$ cat src/rtl/dram_arbiter.sv
`default_nettype none
// ============================================================================
// Module   : dram_arbiter
// Brief    : Two-port round-robin arbiter and access sequencer for the
//            single-port, read-first, 1-cycle-latency data RAM. Emulates
//            byte-enable writes on the full-word RAM with a read-modify-write.
// Revision : 1.0 - initial release
// ============================================================================
module dram_arbiter #(
    parameter int DATA_W = 32,
    parameter int ADDR_W = 10
) (
    input  logic                  clk,
    input  logic                  aresetn,

    // Port 0 request / response
    input  logic                  i_req0_valid,
    output logic                  o_req0_ready,
    input  logic                  i_req0_wen,
    input  logic [ADDR_W-1:0]     i_req0_addr,
    input  logic [DATA_W/8-1:0]   i_req0_be,
    input  logic [DATA_W-1:0]     i_req0_data,
    output logic                  o_rsp0_valid,
    output logic [DATA_W-1:0]     o_rsp0_data,

    // Port 1 request / response
    input  logic                  i_req1_valid,
    output logic                  o_req1_ready,
    input  logic                  i_req1_wen,
    input  logic [ADDR_W-1:0]     i_req1_addr,
    input  logic [DATA_W/8-1:0]   i_req1_be,
    input  logic [DATA_W-1:0]     i_req1_data,
    output logic                  o_rsp1_valid,
    output logic [DATA_W-1:0]     o_rsp1_data,

    // RAM side
    output logic                  o_ram_en,
    output logic                  o_ram_wen,
    output logic [ADDR_W-1:0]     o_ram_addr,
    output logic [DATA_W-1:0]     o_ram_wdata,
    input  logic [DATA_W-1:0]     i_ram_rdata,

    output logic                  o_busy
);

    localparam int BE_W = DATA_W / 8;

    typedef enum logic [1:0] {
        IDLE  = 2'd0,
        ACC   = 2'd1,
        MERGE = 2'd2,
        RESP  = 2'd3
    } state_t;

    // ------------------------------------------------------------------
    // State and latched request
    // ------------------------------------------------------------------
    state_t              state_q, state_d;
    logic                ptr_q,   ptr_d;     // 0: port 0 preferred
    logic                owner_q, owner_d;   // port that owns the transaction
    logic                wen_q,   wen_d;
    logic [ADDR_W-1:0]   addr_q,  addr_d;
    logic [BE_W-1:0]     be_q,    be_d;
    logic [DATA_W-1:0]   data_q,  data_d;

    // Combinational helpers
    logic                w_gnt0;
    logic                w_gnt1;
    logic                w_idle;
    logic                w_be_full;
    logic                w_be_zero;
    logic [DATA_W-1:0]   w_merged;

    // Raw (ungated) outputs from the FSM
    logic                w_ram_en;
    logic                w_ram_wen;
    logic [ADDR_W-1:0]   w_ram_addr;
    logic [DATA_W-1:0]   w_ram_wdata;
    logic                w_rsp0_valid;
    logic                w_rsp1_valid;

    assign w_idle    = (state_q == IDLE);
    assign w_be_full = &be_q;
    assign w_be_zero = ~|be_q;

    // A lone requester always wins; on contention the pointer decides.
    assign w_gnt0 = i_req0_valid & (~i_req1_valid | ~ptr_q);
    assign w_gnt1 = i_req1_valid & (~i_req0_valid |  ptr_q);

    // Byte merge for partial writes: new bytes where enabled, old word elsewhere.
    genvar k;
    generate
        for (k = 0; k < BE_W; k++) begin : g_merge
            assign w_merged[8*k +: 8] = be_q[k] ? data_q[8*k +: 8]
                                                : i_ram_rdata[8*k +: 8];
        end
    endgenerate

    // State register and request latch, synchronous active-low reset.
    always_ff @(posedge clk) begin
        if (!aresetn) begin
            state_q <= IDLE;
            ptr_q   <= 1'b0;
            owner_q <= 1'b0;
            wen_q   <= 1'b0;
            addr_q  <= '0;
            be_q    <= '0;
            data_q  <= '0;
        end else begin
            state_q <= state_d;
            ptr_q   <= ptr_d;
            owner_q <= owner_d;
            wen_q   <= wen_d;
            addr_q  <= addr_d;
            be_q    <= be_d;
            data_q  <= data_d;
        end
    end

    // Next-state, request capture and RAM/response sequencing.
    always_comb begin
        state_d      = state_q;
        ptr_d        = ptr_q;
        owner_d      = owner_q;
        wen_d        = wen_q;
        addr_d       = addr_q;
        be_d         = be_q;
        data_d       = data_q;
        w_ram_en     = 1'b0;
        w_ram_wen    = 1'b0;
        w_ram_addr   = '0;
        w_ram_wdata  = '0;
        w_rsp0_valid = 1'b0;
        w_rsp1_valid = 1'b0;

        case (state_q)
            IDLE: begin
                if (w_gnt0 || w_gnt1) begin
                    state_d = ACC;
                    owner_d = w_gnt1;
                    ptr_d   = ~w_gnt1;     // hand priority to the other port
                    if (w_gnt1) begin
                        wen_d  = i_req1_wen;
                        addr_d = i_req1_addr;
                        be_d   = i_req1_be;
                        data_d = i_req1_data;
                    end else begin
                        wen_d  = i_req0_wen;
                        addr_d = i_req0_addr;
                        be_d   = i_req0_be;
                        data_d = i_req0_data;
                    end
                end
            end

            ACC: begin
                w_ram_en   = 1'b1;
                w_ram_addr = addr_q;
                // Full-word writes go straight in; everything else is a read.
                if (wen_q && w_be_full) begin
                    w_ram_wen   = 1'b1;
                    w_ram_wdata = data_q;
                end
                if (wen_q && !w_be_full && !w_be_zero) begin
                    state_d = MERGE;
                end else begin
                    state_d = RESP;
                end
            end

            MERGE: begin
                // Old word from the ACC read is on i_ram_rdata now.
                w_ram_en    = 1'b1;
                w_ram_wen   = 1'b1;
                w_ram_addr  = addr_q;
                w_ram_wdata = w_merged;
                state_d     = RESP;
            end

            RESP: begin
                w_rsp0_valid = ~owner_q;
                w_rsp1_valid =  owner_q;
                state_d      = IDLE;
            end

            default: begin
                state_d = IDLE;
            end
        endcase
    end

    // Handshake and RAM strobes are forced low while reset is held.
    assign o_req0_ready = aresetn & w_idle & w_gnt0;
    assign o_req1_ready = aresetn & w_idle & w_gnt1;
    assign o_ram_en     = aresetn & w_ram_en;
    assign o_ram_wen    = aresetn & w_ram_wen;
    assign o_ram_addr   = w_ram_addr;
    assign o_ram_wdata  = w_ram_wdata;
    assign o_rsp0_valid = aresetn & w_rsp0_valid;
    assign o_rsp1_valid = aresetn & w_rsp1_valid;
    assign o_rsp0_data  = i_ram_rdata;
    assign o_rsp1_data  = i_ram_rdata;
    assign o_busy       = ~w_idle;

endmodule
`default_nettype wire

$ cat config.mk
export PLATFORM = sky130hd
export DESIGN_NAME = dram_arbiter
export DESIGN_NICKNAME = d
export VERILOG_FILES = /design/src/rtl/dram_arbiter.sv
export SDC_FILE = /design/constraint.sdc
export NUM_CORES = 1
export LEC_CHECK = 0
export BUFFER_PORTS_ARGS = -buffer_cell sky130_fd_sc_hd__buf_2
export CAP_MARGIN = 20
export CORE_MARGIN = 1.5
export CORE_UTILIZATION = 40
export DETAILED_ROUTE_END_ITERATION = 7
export PLACE_DENSITY_LB_ADDON = 0.2
export SYNTH_ARGS = -nofsm -noshare
export SYNTH_HDL_FRONTEND = slang
export SYNTH_SLANG_ARGS = --single-unit
export TNS_END_PERCENT = 1
$ cat constraint.sdc
create_clock -name clk -period 1.8 [get_ports clk]
set_input_delay 0.27 -clock clk [delete_from_list [all_inputs] [get_ports clk]]
set_output_delay 0.27 -clock clk [all_outputs]
set_load 0.005 [all_outputs]
==> results summary <==
The area overhead of the layout relative to synthesis is 32.36%. Pin placement for this block handled 243 I/O pins. By area the synthesized netlist is led by dfxtp_1 28%, buf_4 14%, a32oi_1 9.4%, o2bb2ai_1 9.4%, a21boi_0 5.1%. STA classifies the critical path endpoint as an output port.

The number of vias in the routed layout is between 3000 and 4000. The final reports fail on negative setup slack. The number of buffers and inverters on the critical path came out at 2. The startpoint identified for the worst hold timing path is i_req0_data[7].

The first-pass GRT wire length is between 15 and 20 mm. In the routed design, unresolved DRC markers number 0. For the finished layout, the period the worst path requires is 1.941 ns.

The worst-case headroom to the max-slew limit is 74.79%. The slowest stage of the critical path belongs to the cell dfxtp_2. The global-route met1 utilization came out at 29.58%.

The sequential fraction of the synthesis area came out at 27.97%. The total inserted antenna cells came out at 0. The die boundary width came out at 98.52 um. The maximum buffer depth of the clock tree came out at 2. The floorplan step set the die height to 98.52 um. Synthesis instantiated 37 different standard cells from the library. The pin count of the biggest net entering global routing came out at 36. Counting every net in the synthesized netlist gives between 500 and 600. The startpoint identified for the worst register-to-register timing path is state_q[0]. The critical path goes through buf_4 > ha_4 > and2_4 > a21oi_4 > nor4b_1 > buf_2. For this run, the leading register cell type out of synthesis is dfxtp_1.

The required time reported for the critical path endpoint came out at 1.53 ns. The count of flip-flops with a built-in enable after synthesis is 0. The total die area came out at 0.009706 mm^2. The post-layout instance area is 0.004831 mm^2. The leakage power figure is 2.136 nW.

The number of storage elements in the synthesis netlist came out at 51. The capture endpoint of the worst hold path is data_q[7]. The critical path is of the flip-flop to output port type. The slack of the worst reg-to-reg path is about 0.16 ns.

Setup repair after global routing could not meet its margin everywhere. The proportion of synthesized flip-flops having asynchronous set or reset came out at 0%. The TritonCTS buffer count is 5. The Yosys step of the flow raised 0 warnings.

The number of buffers inserted by post-CTS setup repair came out at 0. The total number of nets in the final design came out at 714. The area of the core came out at 0.008763 mm^2. The least setup slack across all paths after layout is -0.1408 ns. The number of max-slew violations in the final report is 0. The wire-length estimate of the detail-placed layout is ~9 mm. The cell family contributing the most delay on the critical path is simple AND/OR/NAND/NOR gates. The worst setup path is launched from a flip-flop. Across the VDD grid, the largest voltage drop is 0.6072 mV. The number of vias per cell is between 5 and 6. The final worst clock skew came out at 0.01083 ns. The share of Yosys cell area claimed by the top area cell type is 27.97%.

The largest incremental delay on the critical path came out at 0.34 ns. The met2 global-route usage came out at 41.25%. After filler insertion, the fill cell instance count of the layout stands at between 800 and 900. The design draws 0.005339 W.

The post-synthesis cell count is 412. The number of antenna violations at the first check in global routing is 0. The ratio of total power to cell area came out at 1105 mW/mm^2. At the pin with the least slew margin, the transition time is about 0.37 ns. Summed over all instances, the cell type with the most area after synthesis is dfxtp_1. The upper clock frequency limit is 0.5153 GHz. The count of endpoints failing setup in the final report came out at 34. The CTS root buffer is clkbuf_8.

The met3 usage came out at 3.121%. The number of detailed-route iterations in the first pass is 4. The worst register-to-register path has a depth of 7. The run finished, with violations left. The placed standard-cell area came out at between 0.004 and 0.005 mm^2.

TritonCTS built the clock tree. A synthesized cell averages approximately 8.9 um^2. The wire length per cell after detailed routing came out at 17.25 um. The area of the mapped netlist is about 0.0036 mm^2. The cell row count is 34. The total routed wirelength came out at 11.87 mm.

The number of buffer cells added on primary ports came out at 242. The number of global-route vias before repair came out at 3644. The number of hold-slack violations in the final timing report is 0.

The worst-skew pair later-pin latency came out at about 0.30 ns. The depth of the worst hold-timing path is 2. The clock edge transition at the registers on the reported setup and hold paths is about 0.090 ns. The routing layer with the top usage in global route is met2. The clock net in this run drives a total of 51 sinks.

The min-delay analysis places its worst path in the category primary input to flip-flop. The worst register-to-register path ends at data_q[1]. In this run the remaining antenna-violating nets after routing total 0.

Global routing used ~23% of the available tracks across all layers. The starting utilization of the core area is 41.65%. The number of violations reported at the end of detailed-routing iteration 0 is 165.

The remaining global-route overflow came out at 0. The number of maximum-capacitance violations came out at 0. At the end of routability-driven placement, the weighted congestion stood at between 0.8 and 0.9. Of the available clock period, the critical path in the final layout requires 107.8%.

The largest driver fanout on the critical path is 7. The data arrival time of the critical path came out at approximately 1.7 ns. The number of levels in the clock H-tree came out at 2. In the final layout, the share of cells above drive strength 1 is approximately 56%.
==> cell type report <==
type	count	area (um^2)	area share (%)
clock buffer	7	76.32	1.580
clock inverter	1	5.005	0.1036
inverter	5	21.27	0.4403
multi-input combinational	244	2049	42.42
sequential	51	1030	21.32
tap	108	135.1	2.797
timing repair buffer	272	1514	31.34
==> sequential cells by signal (all words and copies together) (netlist names) <==
register and flops:
data_q 32, addr_q 10, be_q 4, state_q 2, owner_q 1, ptr_q 1
wen_q 1
==> cell families after synthesis <==
| group | Yosys count | share of synthesized area, % |
|---|---|---|
| AOI/OAI and AO/OA | 154 | 34.18 |
| DFF | 51 | 27.97 |
| muxes | 1 | 0.2743 |
| adders and majority gates | 5 | 1.714 |
| buffers and inverters | 117 | 20.23 |
| and+or+nand+nor | 84 | 15.63 |
==> cells in the final DEF (no fill, tap or decap), types with 3 or more instances in the layout <==
| cell | Yosys | routed |
|---|---|---|
| nor4b_2 | 0 | 6 |
| buf_4 | 70 | 20 |
| and2_4 | 2 | 6 |
| a32oi_1 | 39 | 39 |
| dfxtp_1 | 51 | 46 |
| dfxtp_2 | 0 | 4 |
| ha_4 | 0 | 3 |
| a22oi_2 | 0 | 3 |
| and2_1 | 14 | 8 |
| inv_1 | 5 | 3 |
| o2bb2ai_1 | 39 | 39 |
| a221o_1 | 8 | 8 |
| nor2b_4 | 0 | 3 |
| buf_6 | 2 | 6 |
| nand2_1 | 3 | 3 |
| nand4_1 | 25 | 25 |
| nor2_1 | 3 | 3 |
| buf_2 | 17 | 241 |
| a21oi_1 | 10 | 8 |
| a21boi_0 | 25 | 4 |
| o21ai_0 | 3 | 3 |
| and2_2 | 2 | 4 |
| clkbuf_8 | 0 | 5 |
| buf_12 | 0 | 3 |
| a22oi_1 | 24 | 21 |
| and4_2 | 8 | 9 |
| a21boi_1 | 0 | 19 |
| nor2b_1 | 12 | 9 |
==> cells in the mapped netlist (2+ instances only) <==
| master | instances |
|---|---|
| a22oi_1 | 24 |
| o2bb2ai_1 | 39 |
| buf_6 | 2 |
| dfxtp_1 | 51 |
| and2_2 | 2 |
| a221o_1 | 8 |
| a21oi_1 | 10 |
| and2_4 | 2 |
| clkbuf_1 | 23 |
| nand2b_1 | 2 |
| a32oi_1 | 39 |
| a21boi_0 | 25 |
| nand2_1 | 3 |
| inv_1 | 5 |
| nor2_1 | 3 |
| nor2b_1 | 12 |
| nand4_1 | 25 |
| and4_2 | 8 |
| buf_4 | 70 |
| and2_1 | 14 |
| ha_1 | 5 |
| o21ai_0 | 3 |
| buf_2 | 17 |
| nor4b_1 | 7 |
==> layer usage <==
layer	wire, um	vias up
met1	5105	1830
met5	0	-
met3	791	8
li1	-	1878
met4	68	0
met2	5904	172
==> what timing repair did <==
action,CTS,global route
hold buffers,0,0
gates resized for setup,52,26
setup endpoints to repair,45,45
pin swaps,12,15
cloned,1,0
==> worst max path at each step <==
stage | endpoint | start | cells after the start | slack [ns]
after global routing | o_ram_wdata[21] | state_q[0] | 7 | -0.24
after detailed placement | o_ram_wdata[2] | state_q[0] | 7 | -0.18
final | o_ram_wdata[25] | state_q[0] | 6 | -0.14
after floorplan | o_ram_wdata[24] | state_q[1] | 6 | 0.14
after global placement | o_ram_wdata[11] | state_q[0] | 6 | -0.14
after CTS | o_ram_wdata[13] | state_q[0] | 7 | -0.16
==> per-stage QoR <==
step / cells / utilization [%] / setup slack, ns / hold WS [ns] / TNS (ns)
6_report: 688 / 55.13 / -0.1408 / 0.1854 / -3.474
5_1_grt: 688 / 55.13 / -0.2367 / 0.1779 / -7.183
4_1_cts: 688 / 54.01 / -0.1631 / 0.1766 / -4.841
3_5_place_dp: 679 / 51.68 / -0.1764 / 0.4410 / -3.191
3_3_place_gp: 679 / 51.68 / -0.1436 / 0.4390 / -1.880
2_1_floorplan: 412 / - / 0.1428 / 0.4087 / 0
==> report_power, final <==
part           leakage [nW]  total, W  switching, W  internal, W
logic                  1.67   0.00301       0.00150      0.00151
registers             0.422   0.00170      0.000250      0.00145
clock network        0.0422  0.000633      0.000359     0.000274
total                  2.14   0.00534       0.00211      0.00323
Note: power is estimated with default switching activity, not from simulation.
